<file path="src/rtl/ram_16x4_ctl.sv">
// Access controller for a 16x4 asynchronous-write register RAM: valid/ready requests,
// active-low cs/we strobes with setup/hold cycles. Optional power-up clear: RAM16X4_CTL_INIT_EN.
module ram_16x4_ctl #(
  parameter int STROBE_CYC = 1
) (
  input  logic       clkin,
  input  logic       reset,
  input  logic       req_valid,
  output logic       req_ready,
  input  logic       req_wr,
  input  logic [3:0] req_adr,
  input  logic [3:0] req_len,
  input  logic       wr_valid,
  output logic       wr_ready,
  input  logic [3:0] wr_data,
  output logic       rd_valid,
  output logic [3:0] rd_data,
  output logic       rd_last,
  output logic       busy,
  output logic       adr0,
  output logic       adr1,
  output logic       adr2,
  output logic       adr3,
  output logic       wd0,
  output logic       wd1,
  output logic       wd2,
  output logic       wd3,
  input  logic       rd0,
  input  logic       rd1,
  input  logic       rd2,
  input  logic       rd3,
  output logic       cs,
  output logic       we
);

  typedef enum logic [2:0] {
    IDLE     = 3'd0,
    W_WAIT   = 3'd1,
    W_SETUP  = 3'd2,
    W_STROBE = 3'd3,
    W_HOLD   = 3'd4,
    R_ADDR   = 3'd5,
    R_SAMPLE = 3'd6
`ifdef RAM16X4_CTL_INIT_EN
    , INIT   = 3'd7
`endif
  } state_t;

  localparam logic [1:0] STB_LAST = 2'(STROBE_CYC - 1);

  state_t     state_r;
  logic [3:0] adr_r;
  logic [3:0] len_r;
  logic [3:0] wd_r;
  logic [1:0] stb_r;
`ifdef RAM16X4_CTL_INIT_EN
  logic       init_r;
`endif

  assign {adr3, adr2, adr1, adr0} = adr_r;
  assign {wd3, wd2, wd1, wd0}     = wd_r;

  // Access sequencer; every output is a register updated with the state it belongs to.
  always_ff @(posedge clkin) begin
    if (reset) begin
`ifdef RAM16X4_CTL_INIT_EN
      state_r   <= INIT;
      init_r    <= 1'b0;
`else
      state_r   <= IDLE;
`endif
      adr_r     <= 4'd0;
      len_r     <= 4'd0;
      wd_r      <= 4'd0;
      stb_r     <= 2'd0;
      req_ready <= 1'b0;
      wr_ready  <= 1'b0;
      rd_valid  <= 1'b0;
      rd_data   <= 4'd0;
      rd_last   <= 1'b0;
      busy      <= 1'b0;
      cs        <= 1'b1;
      we        <= 1'b1;
    end else begin
      rd_valid <= 1'b0;
      rd_last  <= 1'b0;
      case (state_r)
        IDLE: begin
          if (req_valid && req_ready) begin
            adr_r     <= req_adr;
            len_r     <= req_len;
            req_ready <= 1'b0;
            busy      <= 1'b1;
            if (req_wr) begin
              wr_ready <= 1'b1;
              state_r  <= W_WAIT;
            end else begin
              cs      <= 1'b0;
              state_r <= R_ADDR;
            end
          end else begin
            req_ready <= 1'b1;
            busy      <= 1'b0;
            cs        <= 1'b1;
            we        <= 1'b1;
          end
        end
        W_WAIT: begin
          if (wr_valid) begin
            wd_r     <= wr_data;
            wr_ready <= 1'b0;
            cs       <= 1'b0;
            state_r  <= W_SETUP;
          end else begin
            wr_ready <= 1'b1;
          end
        end
        W_SETUP: begin
          we      <= 1'b0;
          stb_r   <= STB_LAST;
          state_r <= W_STROBE;
        end
        W_STROBE: begin
          if (stb_r == 2'd0) begin
            we      <= 1'b1;
            state_r <= W_HOLD;
          end else begin
            stb_r <= stb_r - 2'd1;
          end
        end
        W_HOLD: begin
`ifdef RAM16X4_CTL_INIT_EN
          // The clear sweep chains words back-to-back without a handshake.
          if (init_r) begin
            if (adr_r == 4'd15) begin
              init_r    <= 1'b0;
              cs        <= 1'b1;
              busy      <= 1'b0;
              req_ready <= 1'b1;
              state_r   <= IDLE;
            end else begin
              adr_r   <= adr_r + 4'd1;
              state_r <= W_SETUP;
            end
          end else
`endif
          if (len_r == 4'd0) begin
            cs        <= 1'b1;
            busy      <= 1'b0;
            req_ready <= 1'b1;
            state_r   <= IDLE;
          end else begin
            len_r    <= len_r - 4'd1;
            adr_r    <= adr_r + 4'd1;
            cs       <= 1'b1;
            wr_ready <= 1'b1;
            state_r  <= W_WAIT;
          end
        end
        R_ADDR: begin
          state_r <= R_SAMPLE;
        end
        R_SAMPLE: begin
          rd_data  <= {rd3, rd2, rd1, rd0};
          rd_valid <= 1'b1;
          rd_last  <= (len_r == 4'd0);
          if (len_r == 4'd0) begin
            cs        <= 1'b1;
            busy      <= 1'b0;
            req_ready <= 1'b1;
            state_r   <= IDLE;
          end else begin
            len_r   <= len_r - 4'd1;
            adr_r   <= adr_r + 4'd1;
            state_r <= R_ADDR;
          end
        end
`ifdef RAM16X4_CTL_INIT_EN
        INIT: begin
          init_r  <= 1'b1;
          busy    <= 1'b1;
          adr_r   <= 4'd0;
          wd_r    <= 4'd0;
          cs      <= 1'b0;
          we      <= 1'b1;
          state_r <= W_SETUP;
        end
`endif
        default: begin
          cs        <= 1'b1;
          we        <= 1'b1;
          wr_ready  <= 1'b0;
          busy      <= 1'b0;
          req_ready <= 1'b1;
          state_r   <= IDLE;
        end
      endcase
    end
  end

endmodule

</file>
<file path="config.mk">
export PLATFORM = sky130hd
export DESIGN_NAME = ram_16x4_ctl
export DESIGN_NICKNAME = d
export VERILOG_FILES = /design/src/rtl/ram_16x4_ctl.sv
export SDC_FILE = /design/constraint.sdc
export NUM_CORES = 1
export LEC_CHECK = 0
export ABC_AREA = 1
export BUFFER_PORTS_ARGS = -buffer_cell sky130_fd_sc_hd__buf_2
export CELL_PAD_IN_SITES_DETAIL_PLACEMENT = 1
export CELL_PAD_IN_SITES_GLOBAL_PLACEMENT = 1
export CORE_MARGIN = 5
export CORE_UTILIZATION = 36
export CTS_CLUSTER_SIZE = 10
export DETAILED_ROUTE_END_ITERATION = 8
export PLACE_DENSITY_LB_ADDON = 0.1
export SLEW_MARGIN = 10
export SYNTH_ARGS = -nofsm -noshare
export SYNTH_HDL_FRONTEND = slang
export SYNTH_SLANG_ARGS = --single-unit
</file>
<file path="constraint.sdc">
create_clock -name clkin -period 1.75 [get_ports clkin]
set_input_delay 0.175 -clock clkin [delete_from_list [all_inputs] [get_ports clkin]]
set_output_delay 0.175 -clock clkin [all_outputs]
set_load 0.02 [all_outputs]
</file>
==> metrics.md <==
| Metric | Value |
|---|---|
| Status | `completed` |
| Layout cell share with drive strength beyond 1 | `22.81%` |
| Syn. warnings | `0` |
| Clock latency at the later pin of the worst-skew pair | `0.28 ns` |
| Worst hold endpoint | `rd_data[3]` |
| Syn_nets | `249` |
| Core ar. | `4058 µm²` |
| Die Span Y | `75.17 µm` |
| Port buffer count | `39` |
| Residual DRC count | `0` |
| Syn-to-layout area delta | `17.43%` |
| Overall Global Routing Usage | `15.13%` |
| N_diodes | `0` |
| Root Buffer | `clkbuf_8` |
| Die width | `75.17 µm` |
| Worst setup path class | `register to register` |
| Required time worst endpoint | `1.93 ns` |
| Synth Area per Inst | `6.795 µm²` |
| Fin cells | `313` |
| Crit path cell chain | `buf_4 > nand3_4 > nand2_4 > nand2_4 > and2_4 > nor2_1 > nor2_1` |
| Clock Path Buffers | `2` |
| CP peak stage delay | `0.47 ns` |
| Netlist Area Pre-Place | `1529 µm²` |
| Buffers plus inverters on the worst setup path | `1` |
| Max cap viols | `0` |
| Critical Path End Type | `register` |
| CTS Buf Count | `3` |
| Largest cells by area after synthesis | `dfxtp_1, nand2_1, nor2_1, nand3_1, inv_1` |
| R2R cell count | `7` |
| Global-route wire length before repair | `6644 µm` |
| 1st-iter DRT viols | `52` |
| Synth Instances | `225` |
| Critical Path Start Type | `register` |
| Final Net Count | `288` |
| Multiplexer share of the synthesized area | `0%` |
| Dpl cells | `309` |
| Fin crit period | `1.514 ns` |
| CP delay by family, top | `simple AND/OR/NAND/NOR gates` |
| Largest net degree at the start of global routing | `16` |
| Max Slew Vio Count | `0` |
| Detailed Route WL | `3908 µm` |
| Hold depth | `3` |
| I/O pin count | `40` |
| Yosys top cell area share | `36.66%` |
| Final period util | `86.49%` |
| Post-Synth Adder-Cell Area | `2.455%` |
| Post-synth EDFFs | `0` |
| Vias in the first global route | `1457` |
| Initial antenna violation count | `0` |
| XOR/XNOR Fraction of Synth Area | `0.5728%` |
| CTS resizes | `0` |
| Yosys cell types | `26` |
| Reg2reg end | `len_r[0]` |
| Area of the die | `5651 µm²` |
| Hold path startpoint | `rd3` |
| Least-Margin Pin Slew | `0.3953 ns` |
| Setup Buffers After CTS | `0` |
| CP Launch Point | `state_r[2]` |
| Final WS setup | `0.2363 ns` |
| Fillers | `563` |
| Layout Utilization | `44.25%` |
| Dominant combinational cell family by area after synthesis | `simple AND/OR/NAND/NOR gates` |
| Pre-CTS setup slack | `0.2378 ns` |
| Reg2reg start | `state_r[2]` |
| Final setup fails | `0` |
| Final hold vios | `0` |
| Placed instance area | `1740 µm²` |
| WL/cell | `12.49 µm` |
| Clk sinks | `28` |
| Top post-synthesis cells by count | `nand2_1, nor2_1, dfxtp_1` |
| DPL Wire Length | `3114 µm` |
| Worst path slowest cell | `dfxtp_1` |
| Layout Skew | `0.004949 ns` |
| CTS tree | `yes` |
| Max-Slew Margin vs Limit | `73.62%` |
| Achievable clock frequency | `0.6607 GHz` |
| Row count | `23` |
| Critical path arrival | `1.70 ns` |
| Final setup TNS | `0 ns` |
| Sequential area share after synthesis | `36.66%` |
| Crit Path Max Fanout | `11` |
| Yosys top cell by area | `dfxtp_1` |
| Final GP Congestion | `0.7974` |
| # hold bufs at CTS | `0` |
| RSZ-0062 raised after global routing | `no` |
| FF-to-FF setup slack | `0.24 ns` |
| Leakage Power | `0.0009540 µW` |
| Via density | `4.732` |
| Overflow after GRT | `0` |
| Count leader, synth | `nand2_1` |
| DR pass1 iterations | `3` |
| Hold WC Path Type | `input port to register` |
| # H-tree levels | `1` |
| Starting Density | `37.68%` |
| Design Area, Final | `1795 µm²` |
| Top_reg_cell synth | `dfxtp_1` |
| ANT nets after route | `0` |
| Max IR drop VDD | `0.4803 mV` |
| CTS clk-pin slew, worst paths | `0.10 ns` |
| Asr flop ratio synth | `0%` |
| Synth Area in Simple Gates | `38.46%` |
| PwrDens | `1608 nW/µm²` |
| Vias | `1481` |
| Complex-gate fraction of the synthesized area | `9.493%` |
| Yosys reg bits | `28` |
-- layer usage --
metal,vias to the layer above,GRT usage [%],share of wire (%)
met5,-,0,0
met4,0,3.495,0.74
met3,4,4.005,5.5
met2,29,23.89,43
met1,665,20.71,50
li1,783,-,-
-- stage by stage --
stage          hold slack (ns)  total power (µW)
3_5_place_dp            0.4419              2505
2_1_floorplan           0.3384              2177
6_report                0.1370              2886
4_1_cts                 0.1334              2934
5_1_grt                 0.1586              3192
3_3_place_gp            0.4355              2492
-- worst max path at each step --
stage | endpoint | cells after the start
finish | len_r[0] | 7
global route | adr_r[2] | 9
CTS | len_r[0] | 7
detailed placement | len_r[0] | 7
global placement | adr_r[0] | 7
floorplan | adr_r[0] | 8
-- cell usage in the layout, fill, tap and decap left out, drive strengths merged --
cell type | Yosys | final
nor3 | 1 | 1
inv | 26 | 26
nand2 | 57 | 57
a21oi | 12 | 12
dfxtp | 28 | 28
clkbuf | 2 | 4
and2 | 1 | 1
nand3b | 6 | 6
nand4 | 2 | 2
nand3 | 21 | 21
nor2 | 40 | 40
o21ai | 17 | 17
xnor2 | 1 | 1
ha | 3 | 3
buf | 8 | 44
-- state kept, by name, summed over array words and instances (netlist names), 2 cells and up --
signal / flops
adr_r: 4
len_r: 4
rd_data: 4
wd_r: 4
state_r: 3
stb_r: 2
-- worst reg2reg max path, delay by kind of cell, from the launching register on --
kind / cells / cell delay [ns]
flip-flops: 1 / 0.47
AND/OR/NAND/NOR: 6 / 0.74
buffers and inverters: 1 / 0.19
-- power by group --
group	internal, µW	switching (µW)	leakage, µW
clock network	202	211	0.0000288
registers	813	156	0.000229
logic	540	965	0.000697
-- area by class of cell --
class                      instances  area [µm²]  area share [%]
sequential                        28       560.5           31.22
multi-input combinational        161       779.5           43.41
inverter                          26       105.1           5.854
tap                               50       62.56           3.484
timing repair buffer              44       232.7           12.96
clock buffer                       4       55.05           3.066
-- kinds of logic after synthesis --
| family | count (synthesis) |
|---|---|
| xor+xnor | 1 |
| fa+ha+maj | 3 |
| buf+inv | 36 |
| compound gates | 29 |
| flops | 28 |
| simple gates | 128 |
Power figures use the tool's default switching activity.
